<file path="src/rtl/fetch_unit_if.sv">
// Fetch-stage bus bundle: instruction-memory request/response, redirect and decode handshake.
// The master modport is the fetch unit's view; slave is the memory/decode/branch side.
interface fetch_unit_if #(
    parameter int N = 32
);
    logic         imem_req_valid;
    logic         imem_req_ready;
    logic [N-1:0] imem_req_addr;
    logic         imem_rsp_valid;
    logic [31:0]  imem_rsp_data;
    logic         redirect_valid;
    logic [N-1:0] redirect_pc;
    logic         opcode_valid;
    logic         opcode_ready;
    logic [31:0]  opcode;
    logic [N-1:0] opcode_pc;

    modport master (
        output imem_req_valid, imem_req_addr, opcode_valid, opcode, opcode_pc,
        input  imem_req_ready, imem_rsp_valid, imem_rsp_data, redirect_valid, redirect_pc, opcode_ready
    );

    modport slave (
        input  imem_req_valid, imem_req_addr, opcode_valid, opcode, opcode_pc,
        output imem_req_ready, imem_rsp_valid, imem_rsp_data, redirect_valid, redirect_pc, opcode_ready
    );
endinterface

</file>
<file path="src/rtl/fetch_unit.sv">
// Instruction fetch stage: credit-limited in-order fetch into a small PC-tagged buffer,
// with redirect flush and a drain state that discards responses to abandoned requests.
module fetch_unit_chk #(
    parameter int CW = 2
) (
    input logic          clk,
    input logic          rst_n,
    input logic          rsp_valid,
    input logic [CW-1:0] outstanding
);
    rsp_needs_outstanding: assert property (@(posedge clk) disable iff (!rst_n)
        rsp_valid |-> (outstanding != {CW{1'b0}}));
endmodule

module fetch_unit #(
    parameter int           N        = 32,
    parameter logic [N-1:0] RESET_PC = {N{1'b0}},
    parameter int           DEPTH    = 2
) (
    input logic          clk,
    input logic          rst_n,
    fetch_unit_if.master bus
);
    localparam int CW = $clog2(DEPTH + 1);
    localparam int PW = $clog2(DEPTH);
    localparam logic [CW-1:0] CNT_ZERO = {CW{1'b0}};
    localparam logic [CW-1:0] CNT_ONE  = CW'(1'b1);
    localparam logic [PW-1:0] PTR_ZERO = {PW{1'b0}};
    localparam logic [PW-1:0] PTR_ONE  = PW'(1'b1);
    localparam logic [N-1:0]  PC_STEP  = {{(N-3){1'b0}}, 3'b100};
    localparam logic [N-1:0]  PC_ALIGN = ~{{(N-2){1'b0}}, 2'b11};

    typedef enum logic [0:0] { S_FETCH = 1'b0, S_DRAIN = 1'b1 } state_e;

    state_e        state_q, state_d;
    logic [N-1:0]  pc_q, pc_d;
    logic [CW-1:0] out_q, out_d;
    logic [CW-1:0] drop_q, drop_d;
    logic [CW-1:0] cnt_q, cnt_d;
    logic [PW-1:0] buf_wr_q, buf_wr_d, buf_rd_q, buf_rd_d;
    logic [PW-1:0] tag_wr_q, tag_wr_d, tag_rd_q, tag_rd_d;
    logic [31:0]   buf_data_q [DEPTH];
    logic [31:0]   buf_data_d [DEPTH];
    logic [N-1:0]  buf_pc_q [DEPTH];
    logic [N-1:0]  buf_pc_d [DEPTH];
    logic [N-1:0]  tag_q [DEPTH];
    logic [N-1:0]  tag_d [DEPTH];

    logic req_valid_s, req_fire_s, rsp_ok_s, push_s, pop_s, opcode_valid_s;

    // Handshake qualifiers; the credit sum counts both in-flight and buffered words.
    always_comb begin
        opcode_valid_s = (cnt_q != CNT_ZERO);
        req_valid_s    = (state_q == S_FETCH) && !bus.redirect_valid &&
                         (({1'b0, out_q} + {1'b0, cnt_q}) < (CW+1)'(DEPTH));
        req_fire_s     = req_valid_s && bus.imem_req_ready;
        rsp_ok_s       = bus.imem_rsp_valid && (out_q != CNT_ZERO);
        push_s         = rsp_ok_s && (state_q == S_FETCH) && !bus.redirect_valid;
        pop_s          = opcode_valid_s && bus.opcode_ready;
    end

    // Next-state: redirect flushes everything and converts in-flight requests into drops.
    always_comb begin
        state_d    = state_q;
        pc_d       = pc_q;
        out_d      = out_q;
        drop_d     = drop_q;
        cnt_d      = cnt_q;
        buf_wr_d   = buf_wr_q;
        buf_rd_d   = buf_rd_q;
        tag_wr_d   = tag_wr_q;
        tag_rd_d   = tag_rd_q;
        buf_data_d = buf_data_q;
        buf_pc_d   = buf_pc_q;
        tag_d      = tag_q;
        if (bus.redirect_valid) begin
            pc_d     = bus.redirect_pc & PC_ALIGN;
            out_d    = rsp_ok_s ? (out_q - CNT_ONE) : out_q;
            drop_d   = out_d;
            cnt_d    = CNT_ZERO;
            buf_wr_d = PTR_ZERO;
            buf_rd_d = PTR_ZERO;
            tag_wr_d = PTR_ZERO;
            tag_rd_d = PTR_ZERO;
            state_d  = (out_d != CNT_ZERO) ? S_DRAIN : S_FETCH;
        end else begin
            if (req_fire_s) begin
                pc_d            = pc_q + PC_STEP;
                tag_d[tag_wr_q] = pc_q;
                tag_wr_d        = tag_wr_q + PTR_ONE;
            end else begin
                pc_d = pc_q;
            end
            if (push_s) begin
                buf_data_d[buf_wr_q] = bus.imem_rsp_data;
                buf_pc_d[buf_wr_q]   = tag_q[tag_rd_q];
                buf_wr_d             = buf_wr_q + PTR_ONE;
                tag_rd_d             = tag_rd_q + PTR_ONE;
            end else begin
                buf_wr_d = buf_wr_q;
            end
            if (pop_s) begin
                buf_rd_d = buf_rd_q + PTR_ONE;
            end else begin
                buf_rd_d = buf_rd_q;
            end
            cnt_d = cnt_q + CW'(push_s) - CW'(pop_s);
            out_d = out_q + CW'(req_fire_s) - CW'(rsp_ok_s);
            case (state_q)
                S_FETCH: begin
                    state_d = S_FETCH;
                end
                S_DRAIN: begin
                    if (rsp_ok_s) begin
                        drop_d  = drop_q - CNT_ONE;
                        state_d = (drop_q == CNT_ONE) ? S_FETCH : S_DRAIN;
                    end else begin
                        state_d = S_DRAIN;
                    end
                end
                default: begin
                    state_d = S_FETCH;
                end
            endcase
        end
    end

    // Control state with synchronous reset.
    always_ff @(posedge clk) begin
        if (!rst_n) begin
            state_q  <= S_FETCH;
            pc_q     <= RESET_PC;
            out_q    <= CNT_ZERO;
            drop_q   <= CNT_ZERO;
            cnt_q    <= CNT_ZERO;
            buf_wr_q <= PTR_ZERO;
            buf_rd_q <= PTR_ZERO;
            tag_wr_q <= PTR_ZERO;
            tag_rd_q <= PTR_ZERO;
        end else begin
            state_q  <= state_d;
            pc_q     <= pc_d;
            out_q    <= out_d;
            drop_q   <= drop_d;
            cnt_q    <= cnt_d;
            buf_wr_q <= buf_wr_d;
            buf_rd_q <= buf_rd_d;
            tag_wr_q <= tag_wr_d;
            tag_rd_q <= tag_rd_d;
        end
    end

    // Buffer and tag storage; contents are only meaningful under the occupancy counters.
    always_ff @(posedge clk) begin
        buf_data_q <= buf_data_d;
        buf_pc_q   <= buf_pc_d;
        tag_q      <= tag_d;
    end

    assign bus.imem_req_valid = req_valid_s;
    assign bus.imem_req_addr  = pc_q;
    assign bus.opcode_valid   = opcode_valid_s;
    assign bus.opcode         = opcode_valid_s ? buf_data_q[buf_rd_q] : 32'h0000_0000;
    assign bus.opcode_pc      = opcode_valid_s ? buf_pc_q[buf_rd_q] : {N{1'b0}};

    fetch_unit_chk #(.CW(CW)) u_chk (
        .clk         (clk),
        .rst_n       (rst_n),
        .rsp_valid   (bus.imem_rsp_valid),
        .outstanding (out_q)
    );
endmodule

</file>
<file path="src/flat_wrapper.sv">
// flat-port wrapper written by rule: the top's interface ports become plain ports
module fetch_unit_flat 
#(
    parameter int           N        = 32,
    parameter logic [N-1:0] RESET_PC = {N{1'b0}},
    parameter int           DEPTH    = 2
)
  (clk, rst_n, bus_imem_req_valid, bus_imem_req_addr, bus_opcode_valid, bus_opcode, bus_opcode_pc, bus_imem_req_ready, bus_imem_rsp_valid, bus_imem_rsp_data, bus_redirect_valid, bus_redirect_pc, bus_opcode_ready);
  fetch_unit_if #(.N(N)) bus_i ();
  input logic clk;
  input logic rst_n;
  output wire logic [$bits(bus_i.imem_req_valid)-1:0] bus_imem_req_valid;
  output wire logic [$bits(bus_i.imem_req_addr)-1:0] bus_imem_req_addr;
  output wire logic [$bits(bus_i.opcode_valid)-1:0] bus_opcode_valid;
  output wire logic [$bits(bus_i.opcode)-1:0] bus_opcode;
  output wire logic [$bits(bus_i.opcode_pc)-1:0] bus_opcode_pc;
  input wire logic [$bits(bus_i.imem_req_ready)-1:0] bus_imem_req_ready;
  input wire logic [$bits(bus_i.imem_rsp_valid)-1:0] bus_imem_rsp_valid;
  input wire logic [$bits(bus_i.imem_rsp_data)-1:0] bus_imem_rsp_data;
  input wire logic [$bits(bus_i.redirect_valid)-1:0] bus_redirect_valid;
  input wire logic [$bits(bus_i.redirect_pc)-1:0] bus_redirect_pc;
  input wire logic [$bits(bus_i.opcode_ready)-1:0] bus_opcode_ready;
  assign bus_imem_req_valid = bus_i.imem_req_valid;
  assign bus_imem_req_addr = bus_i.imem_req_addr;
  assign bus_opcode_valid = bus_i.opcode_valid;
  assign bus_opcode = bus_i.opcode;
  assign bus_opcode_pc = bus_i.opcode_pc;
  assign bus_i.imem_req_ready = bus_imem_req_ready;
  assign bus_i.imem_rsp_valid = bus_imem_rsp_valid;
  assign bus_i.imem_rsp_data = bus_imem_rsp_data;
  assign bus_i.redirect_valid = bus_redirect_valid;
  assign bus_i.redirect_pc = bus_redirect_pc;
  assign bus_i.opcode_ready = bus_opcode_ready;
  fetch_unit #(.N(N), .RESET_PC(RESET_PC), .DEPTH(DEPTH)) u_core (.clk(clk), .rst_n(rst_n), .bus(bus_i));
endmodule
</file>
<file path="config.mk">
export PLATFORM = sky130hd
export DESIGN_NAME = fetch_unit_flat
export DESIGN_NICKNAME = d
export VERILOG_FILES = /design/src/rtl/fetch_unit_if.sv /design/src/rtl/fetch_unit.sv /design/src/flat_wrapper.sv
export SDC_FILE = /design/constraint.sdc
export NUM_CORES = 1
export LEC_CHECK = 0
export ABC_CLOCK_PERIOD_IN_PS = 5850
export CELL_PAD_IN_SITES_DETAIL_PLACEMENT = 1
export CELL_PAD_IN_SITES_GLOBAL_PLACEMENT = 1
export CORE_ASPECT_RATIO = 1.25
export CORE_MARGIN = 2
export CORE_UTILIZATION = 51
export DETAILED_ROUTE_END_ITERATION = 10
export DONT_BUFFER_PORTS = 1
export GPL_ROUTABILITY_DRIVEN = 0
export GPL_TIMING_DRIVEN = 0
export PLACE_DENSITY = 0.8
export SLEW_MARGIN = 10
export SYNTH_ARGS = -nofsm -noshare
export SYNTH_HDL_FRONTEND = slang
export SYNTH_SLANG_ARGS = --single-unit
</file>
<file path="constraint.sdc">
create_clock -name clk -period 5.85 [get_ports clk]
set_input_delay 0.2925 -clock clk [delete_from_list [all_inputs] [get_ports clk]]
set_output_delay 0.2925 -clock clk [all_outputs]
set_load 0.02 [all_outputs]
</file>
==> reports/results.ini, run 1 <==
[run_status]
status=finished, final reports clean

[timing]
unrepaired_setup_endpoints_after_global_routing=false
fin_worst_hold_slack_ns=0.0134
max_slew_margin_pct=22.0
timing.final.crit_share_pct=61.9
timing.final.setup_violations=0
timing.fmax_mhz=276
skew_ns=0.0117
slew_viol_final=0
tightestPinTransition_ns=1.17
hold_viol_final=0
timing.final.crit_period_ns=3.62

[synth]
netlist-cell-type-count=56
register_bit_count_reported_by_yosys=225
yosysSeqAreaShare_pct=68.8
yosysWarningCount=0
synthesized_instance_count=667
syn-mean-instance-area_um2=13.8
count_of_flip_flops_with_a_built_in_enable_after_synthesis=184
post_synth_instance_area_mm2=0.00922
synth-main-ff-cell=sky130_fd_sc_hd__edfxtp_1
ys_async_sr_fraction_pct=0

[global_route]
grt_overflow=0
grt_pass1_wl_mm=36.0
antenna_found_initial=0
grt.total_usage_pct=23.9
number_of_global_route_vias_before_repair=6296
grt_start_max_net_pins=53

[power]
power.ir.vdd_worst_uv=194
power.density_mw_per_mm2=364
p_leak_nw=3.51

[worst_setup_path]
path_max_fanout=10
cp-start-kind=register
path_class=reg -> reg
worstPathRequired_ns=6.27
worst-endpoint-arrival_ns=4.04
critPathCaptureType=register

[clocking]
ctsLongestPathBuffers=3
htreeDepth=1
cts.reportedPaths.clkPinSlew_ns=0.06
postcts_resize_cnt=0
insertion_delay_ns=0.50
number_of_sinks_handled_by_clock_tree_synthesis=225
postCtsSetupRepairBufs=0
clock_tree.root_cell=sky130_fd_sc_hd__clkbuf_16
tritoncts=built
cts_inserted_buffers=23
ctsHoldBuffers=51

[die]
initial_utilization_pct=51.6
ioPinCount=168
die-height_um=154
fp.dieW_um=124
core_mm2=0.0179
die-area_mm2=0.0192
std_cell_rows=55

[routing]
m1WireLength_mm=9.04
wl_met2_mm=11.6
top_signal_layer_used=met4
wire_per_inst_um=23.2
post-route-drc-count=0
vias_per_instance=5.84
dr_total_vias=5798
drt-total-wl_mm=23.0
ant_nets=0
drtIter0Drc=343
met3_length_mm=1.62
dr.pass1.iters=5

[layout]
area_growth_pct=17.9
postLayoutCoreUtil_pct=60.8
finalNetCount=827
drive_above_1_share_pct=11.4
antenna_cells_inserted=0

[place]
numPortBuffers=0
dp_hpwl_mm=15.7

[job]
maxCapViolations=0

[worst_hold_path]
hp-class=in -> reg

sequential cells by signal (all words and copies together), names as in the netlist:
register / flops
u_core.out_q: 2
u_core.buf_wr_q: 1
u_core.cnt_q: 2
u_core.buf_data_q: 64
u_core.bus.imem_req_addr: 30
u_core.tag_rd_q: 1
u_core.buf_rd_q: 1
u_core.tag_wr_q: 1
u_core.state_q: 1
u_core.drop_q: 2
u_core.buf_pc_q: 60
u_core.tag_q: 60
per-stage QoR:
step	area, µm²	worst slack [ns]	cells	setup TNS (ns)	power, mW
floorplan	9240	1.17	670	0	2.34
global route	10900	2.05	993	0	4.10
CTS	10900	2.27	993	0	3.98
global placement	9520	-0.445	898	-27.21	2.45
finish	10900	2.23	993	0	3.96
detailed placement	9620	2.29	901	0	2.50
synth_stat cells, types with 2 or more instances:
cell	count	share of area, %
sky130_fd_sc_hd__o31ai_1	3	0.24
sky130_fd_sc_hd__a211o_1	2	0.19
sky130_fd_sc_hd__o311ai_0	2	0.19
sky130_fd_sc_hd__and3_1	11	0.75
sky130_fd_sc_hd__nand3_1	16	0.87
sky130_fd_sc_hd__buf_4	4	0.33
sky130_fd_sc_hd__nand2_1	34	1.4
sky130_fd_sc_hd__nor3_1	6	0.33
sky130_fd_sc_hd__or4_1	3	0.24
sky130_fd_sc_hd__xor2_1	2	0.19
sky130_fd_sc_hd__a221oi_1	2	0.19
sky130_fd_sc_hd__nand4_1	8	0.54
sky130_fd_sc_hd__clkbuf_1	22	0.90
sky130_fd_sc_hd__nor2b_1	2	0.14
sky130_fd_sc_hd__buf_1	6	0.24
sky130_fd_sc_hd__o21a_1	3	0.24
sky130_fd_sc_hd__a21oi_1	31	1.7
sky130_fd_sc_hd__and2_1	5	0.34
sky130_fd_sc_hd__ha_1	7	0.95
sky130_fd_sc_hd__and4_1	2	0.19
sky130_fd_sc_hd__inv_1	12	0.49
sky130_fd_sc_hd__buf_2	4	0.22
sky130_fd_sc_hd__nor2_1	85	3.5
sky130_fd_sc_hd__a32oi_1	2	0.19
sky130_fd_sc_hd__edfxtp_1	184	60
sky130_fd_sc_hd__a31oi_1	10	0.68
sky130_fd_sc_hd__a22oi_1	3	0.24
sky130_fd_sc_hd__nor4_1	7	0.47
sky130_fd_sc_hd__o211ai_1	3	0.24
sky130_fd_sc_hd__dfxtp_1	41	8.9
sky130_fd_sc_hd__o21ai_0	14	0.76
sky130_fd_sc_hd__or3_1	3	0.20
sky130_fd_sc_hd__xnor2_1	11	1.0
sky130_fd_sc_hd__mux2_2	33	4.0
sky130_fd_sc_hd__mux2i_1	63	6.8
layout make-up:
class                      instances  area, µm²
fill                            1710       7010
buffer                            37        166
clock inverter                    10        130
sequential                       225       6350
tap                              228        285
inverter                          13       48.8
clock buffer                      31        616
multi-input combinational        395       2690
timing repair buffer              54        593
critical path: stages, from the launching register on:
cell	delay [ns]
sky130_fd_sc_hd__dfxtp_1	0.33
sky130_fd_sc_hd__inv_1	0.06
sky130_fd_sc_hd__nor2_1	0.13
sky130_fd_sc_hd__fa_1	0.46
sky130_fd_sc_hd__nor4_4	0.67
sky130_fd_sc_hd__nand2_1	0.41
sky130_fd_sc_hd__inv_1	0.35
sky130_fd_sc_hd__buf_2	0.35
sky130_fd_sc_hd__ha_1	0.21
sky130_fd_sc_hd__xnor2_1	0.13
sky130_fd_sc_hd__xnor2_1	0.15
sky130_fd_sc_hd__nand2_1	0.08
sky130_fd_sc_hd__a21oi_1	0.20
routing by layer:
layer  vias up  track usage [%]
met4         0             9.10
met2       232             41.8
met1      2854             28.9
met5         -                0
met3        57             5.60
li1       2655                -
cells by family after synthesis:
group	Yosys count	synth area share, %
AO/OA/AOI/OAI	82	5.52
XOR/XNOR	13	1.23
adder cells (fa/ha/maj)	8	1.17
buffers and inverters	50	2.33
flip-flops	225	68.8
multiplexers	96	10.9
other	1	0.0407
AND/OR/NAND/NOR	192	10.0
final timing paths:
kind / depth (start not counted) / from / to / slack, ns
hold / removal: 2 / bus_redirect_pc[7] / u_core.bus.imem_req_addr[7] / 0.01
hold reg to reg: 1 / u_core.tag_q[50] / u_core.buf_pc_q[50] / 0.57
setup reg to reg: 12 / u_core.cnt_q[0] / u_core.out_q[1] / 2.23
setup / recovery: 12 / u_core.cnt_q[0] / u_core.out_q[1] / 2.23
layout by cell type, fill, tap and decap left out, drive strengths merged, types with 4 or more instances in the layout:
cell type / n
ha: 7
nor4: 8
buf: 18
or4: 4
a31oi: 10
clkinv: 6
and2: 5
edfxtp: 184
nand3: 17
dfxtp: 41
xnor2: 11
nor2: 85
nor3: 6
a21oi: 31
inv: 13
nand4: 8
dlygate4sd3: 51
mux2: 33
mux2i: 63
conb: 4
clkbuf: 53
nand2: 34
o21ai: 14
and3: 12
report_power, final:
group          switching (mW)  internal, mW  leakage (nW)  total (mW)
clock network           0.583         0.872         0.363        1.46
registers              0.0948          1.90          2.02        1.99
logic                   0.328         0.180          1.13       0.508
Power figures use the tool's default switching activity.
==> inputs of run 2 (changes only) <==
--- a/config.mk
+++ b/config.mk
@@ -5,17 +5,17 @@
 export SDC_FILE = /design/constraint.sdc
 export NUM_CORES = 1
 export LEC_CHECK = 0
-export ABC_CLOCK_PERIOD_IN_PS = 5850
+export ABC_CLOCK_PERIOD_IN_PS = 3000
 export CELL_PAD_IN_SITES_DETAIL_PLACEMENT = 1
 export CELL_PAD_IN_SITES_GLOBAL_PLACEMENT = 1
 export CORE_ASPECT_RATIO = 1.25
 export CORE_MARGIN = 2
-export CORE_UTILIZATION = 51
+export CORE_UTILIZATION = 46
 export DETAILED_ROUTE_END_ITERATION = 10
 export DONT_BUFFER_PORTS = 1
 export GPL_ROUTABILITY_DRIVEN = 0
 export GPL_TIMING_DRIVEN = 0
-export PLACE_DENSITY = 0.8
+export PLACE_DENSITY = 0.77
 export SLEW_MARGIN = 10
 export SYNTH_ARGS = -nofsm -noshare
 export SYNTH_HDL_FRONTEND = slang
==> constraint.sdc (replaced) <==
create_clock -name clk -period 3 [get_ports clk]
set_input_delay 0.15 -clock clk [delete_from_list [all_inputs] [get_ports clk]]
set_output_delay 0.15 -clock clk [all_outputs]
set_load 0.02 [all_outputs]
==> reports/results.ini, run 2 (synthesized netlist as in run 1, its figures left out) <==
[timing]
unrepaired_setup_endpoints_after_global_routing=true
timing.final.setup_violations=0  ; unchanged
tightestPinTransition_ns=0.846  ; -0.319 ns
timing.final.crit_share_pct=97.9  ; +36 points
fin_worst_hold_slack_ns=0.0470  ; +0.0336 ns
slew_viol_final=0  ; unchanged
hold_viol_final=0  ; unchanged
timing.final.crit_period_ns=2.94  ; -0.686 ns
max_slew_margin_pct=43.6  ; +22 points
timing.fmax_mhz=341  ; +23%
skew_ns=0.0163  ; +0.00455 ns
worst_slack_ns=0.0639  ; -2.16 ns

[clocking]
cts_inserted_buffers=22  ; -4.3%
cts.reportedPaths.clkPinSlew_ns=0.06  ; about the same
ctsLongestPathBuffers=3  ; unchanged
insertion_delay_ns=0.51  ; about the same
tritoncts=built
htreeDepth=1  ; unchanged
number_of_sinks_handled_by_clock_tree_synthesis=225  ; unchanged
clock_tree.root_cell=sky130_fd_sc_hd__clkbuf_16

[layout]
layout.cells.most_common_list=sky130_fd_sc_hd__edfxtp_1, sky130_fd_sc_hd__nor2_1, sky130_fd_sc_hd__dlygate4sd3_1
reg.largest.list=u_core.buf_data_q x64, u_core.buf_pc_q x60, u_core.tag_q x60
antenna_cells_inserted=0  ; unchanged
layout.cells.most_common=sky130_fd_sc_hd__edfxtp_1
number_of_flip_flops_under_the_largest_register_name=64  ; unchanged
drive_above_1_share_pct=14.8  ; +3.4 points
largest_register=u_core.buf_data_q
area_growth_pct=21.7
finalNetCount=853  ; +3.1%

[worst_setup_path]
cp-start-kind=register
path_max_fanout=7  ; -3
critical_path.max_stage_delay_ns=0.65  ; -0.02 ns
rr_startpoint=u_core.out_q[0]
worstPathRequired_ns=3.36  ; -2.91 ns
worst_path_dominant_cell_family=simple AND/OR/NAND/NOR gates
path_class=reg -> reg
worst_r2r_path_depth=9  ; -3
worst_r2r_endpoint=u_core.bus.imem_req_addr[29]
timing.reg2reg.setup_slack_ns=0.06  ; -2.16 ns
crit_chain=inv_2 > nor2_4 > fa_1 > nor4_4 > nand2_4 > buf_6 > or4b_4 > o211ai_1 > a31oi_1
worst-endpoint-arrival_ns=3.29  ; -0.75 ns
cp_slowest_cell=sky130_fd_sc_hd__nor4_4
critPathCaptureType=register
path_buf_inv=2  ; -1

[global_route]
grt_start_max_net_pins=63  ; +19%
grt_pass1_wl_mm=35.8  ; -0.31%
gr-max-usage-layer=met2
grt.total_usage_pct=22.1  ; -1.8 points
grt.met1_usage_pct=26.1  ; -2.8 points
grt_util_met3_pct=5.24  ; -0.37 points
grt_overflow=0  ; unchanged
antenna_found_initial=1  ; +1
grtUsageMet2_pct=39.7  ; -2.1 points
number_of_global_route_vias_before_repair=6388  ; +1.5%

[die]
initial_utilization_pct=47.2  ; -4.4 points
die-area_mm2=0.0212  ; +11%
std_cell_rows=57  ; +3.6%
die-height_um=162  ; +5.2%
fp.dieW_um=131  ; +5.1%
core_mm2=0.0195  ; +9.2%
ioPinCount=168  ; unchanged

[routing]
drtIter0Drc=295  ; -14%
ant_nets=0  ; unchanged
dr.pass1.iters=4  ; -1
drt-total-wl_mm=23.7  ; +2.9%
wire_per_inst_um=22.4  ; -3.3%
vias_per_instance=5.62  ; -3.7%
post-route-drc-count=0  ; unchanged
dr_total_vias=5938  ; +2.4%

[power]
power.density_mw_per_mm2=685  ; +88%
switching_power_mw=2.02  ; +100%
internal_power_mw=5.67  ; +92%
clockPowerShare_pct=34.6  ; -2.2 points
switching_share_pct=26.3  ; +0.85 points
p_leak_nw=3.62  ; +3.2%
comb_power_share_pct=14.7  ; +1.9 points
power.share.sequential_pct=50.6  ; +0.2 points
power.ir.vdd_worst_uv=404  ; +110%

[worst_hold_path]
holdPathStages=3  ; +1
beginning_of_the_worst_hold_path=bus_imem_req_ready
hp-class=in -> reg
hold_path_endpoint=u_core.bus.imem_req_addr[5]

[place]
numPortBuffers=0  ; unchanged
dp_hpwl_mm=15.5  ; -1.0%
dp_worst_setup_slack_ns=-0.534  ; -2.82 ns

[job]
maxCapViolations=0  ; unchanged

[run_status]
status=finished, final reports clean

-- run 2: cell type report --
| cell class | count | area, µm² |
|---|---|---|
| Buffer | 36 | 174 |
| Timing Repair Buffer | 81 | 862 |
| Tap cell | 265 | 332 |
| Sequential cell | 225 | 6350 |
| Inverter | 13 | 52.6 |
| Fill cell | 1946 | 8310 |
| Multi-Input combinational cell | 396 | 2760 |
| Clock inverter | 11 | 93.8 |
| Clock buffer | 29 | 608 |
-- run 2: per-stage QoR --
stage	TNS, ns	total power, mW	util [%]	instance area [µm²]	std cells
CTS	0	7.64	56.8	11100	1049
finish	0	7.69	57.5	11200	1056
global placement	-74.83	4.77	49.0	9580	935
detailed placement	-21.10	4.86	49.4	9660	938
floorplan	0	4.56	-	9250	670
global route	-0.381	7.97	57.5	11200	1056
-- run 2: power groups by stage --
stage	logic, mW	clock network, mW	registers (mW)
6_report	1.13	2.66	3.89
5_1_grt	1.23	2.82	3.92
4_1_cts	1.04	2.71	3.89
3_5_place_dp	0.915	0	3.95
3_3_place_gp	0.832	0	3.93
2_1_floorplan	0.663	0	3.89
-- run 2: how the worst max path moves through the flow --
| stage | startpoint | to | cells past startpoint |
|---|---|---|---|
| 2_1_floorplan | u_core.out_q[1] | u_core.buf_data_q[32] | 5 |
| 3_3_place_gp | u_core.out_q[1] | u_core.buf_pc_q[51] | 5 |
| 3_5_place_dp | u_core.cnt_q[0] | u_core.out_q[1] | 12 |
| 4_1_cts | u_core.cnt_q[1] | u_core.cnt_q[1] | 9 |
| 5_1_grt | u_core.out_q[0] | u_core.bus.imem_req_addr[29] | 9 |
| 6_report | u_core.out_q[0] | u_core.bus.imem_req_addr[29] | 9 |
-- run 2: what timing repair did --
item                                   in CTS  in global routing
buffers inserted                            6                  8
gates resized for setup                     5                 20
setup endpoints to repair                  63                 33
cloned                                      1                  0
hold buffers                               64                  0
endpoints found under the hold margin      99                  0
pin swaps                                   4                  9
-- run 2: routing by layer --
metal / share of wire (%) / up-vias
met5: 0.047 / -
met4: 2.5 / 2
met3: 7.3 / 47
met2: 52 / 236
met1: 39 / 2939
li1: - / 2714
-- run 2: worst register-to-register path, cell delays in order (launching register included) --
cell	delay [ns]
sky130_fd_sc_hd__dfxtp_1	0.31
sky130_fd_sc_hd__inv_2	0.09
sky130_fd_sc_hd__nor2_4	0.05
sky130_fd_sc_hd__fa_1	0.52
sky130_fd_sc_hd__nor4_4	0.65
sky130_fd_sc_hd__nand2_4	0.14
sky130_fd_sc_hd__buf_6	0.16
sky130_fd_sc_hd__or4b_4	0.54
sky130_fd_sc_hd__o211ai_1	0.23
sky130_fd_sc_hd__a31oi_1	0.10
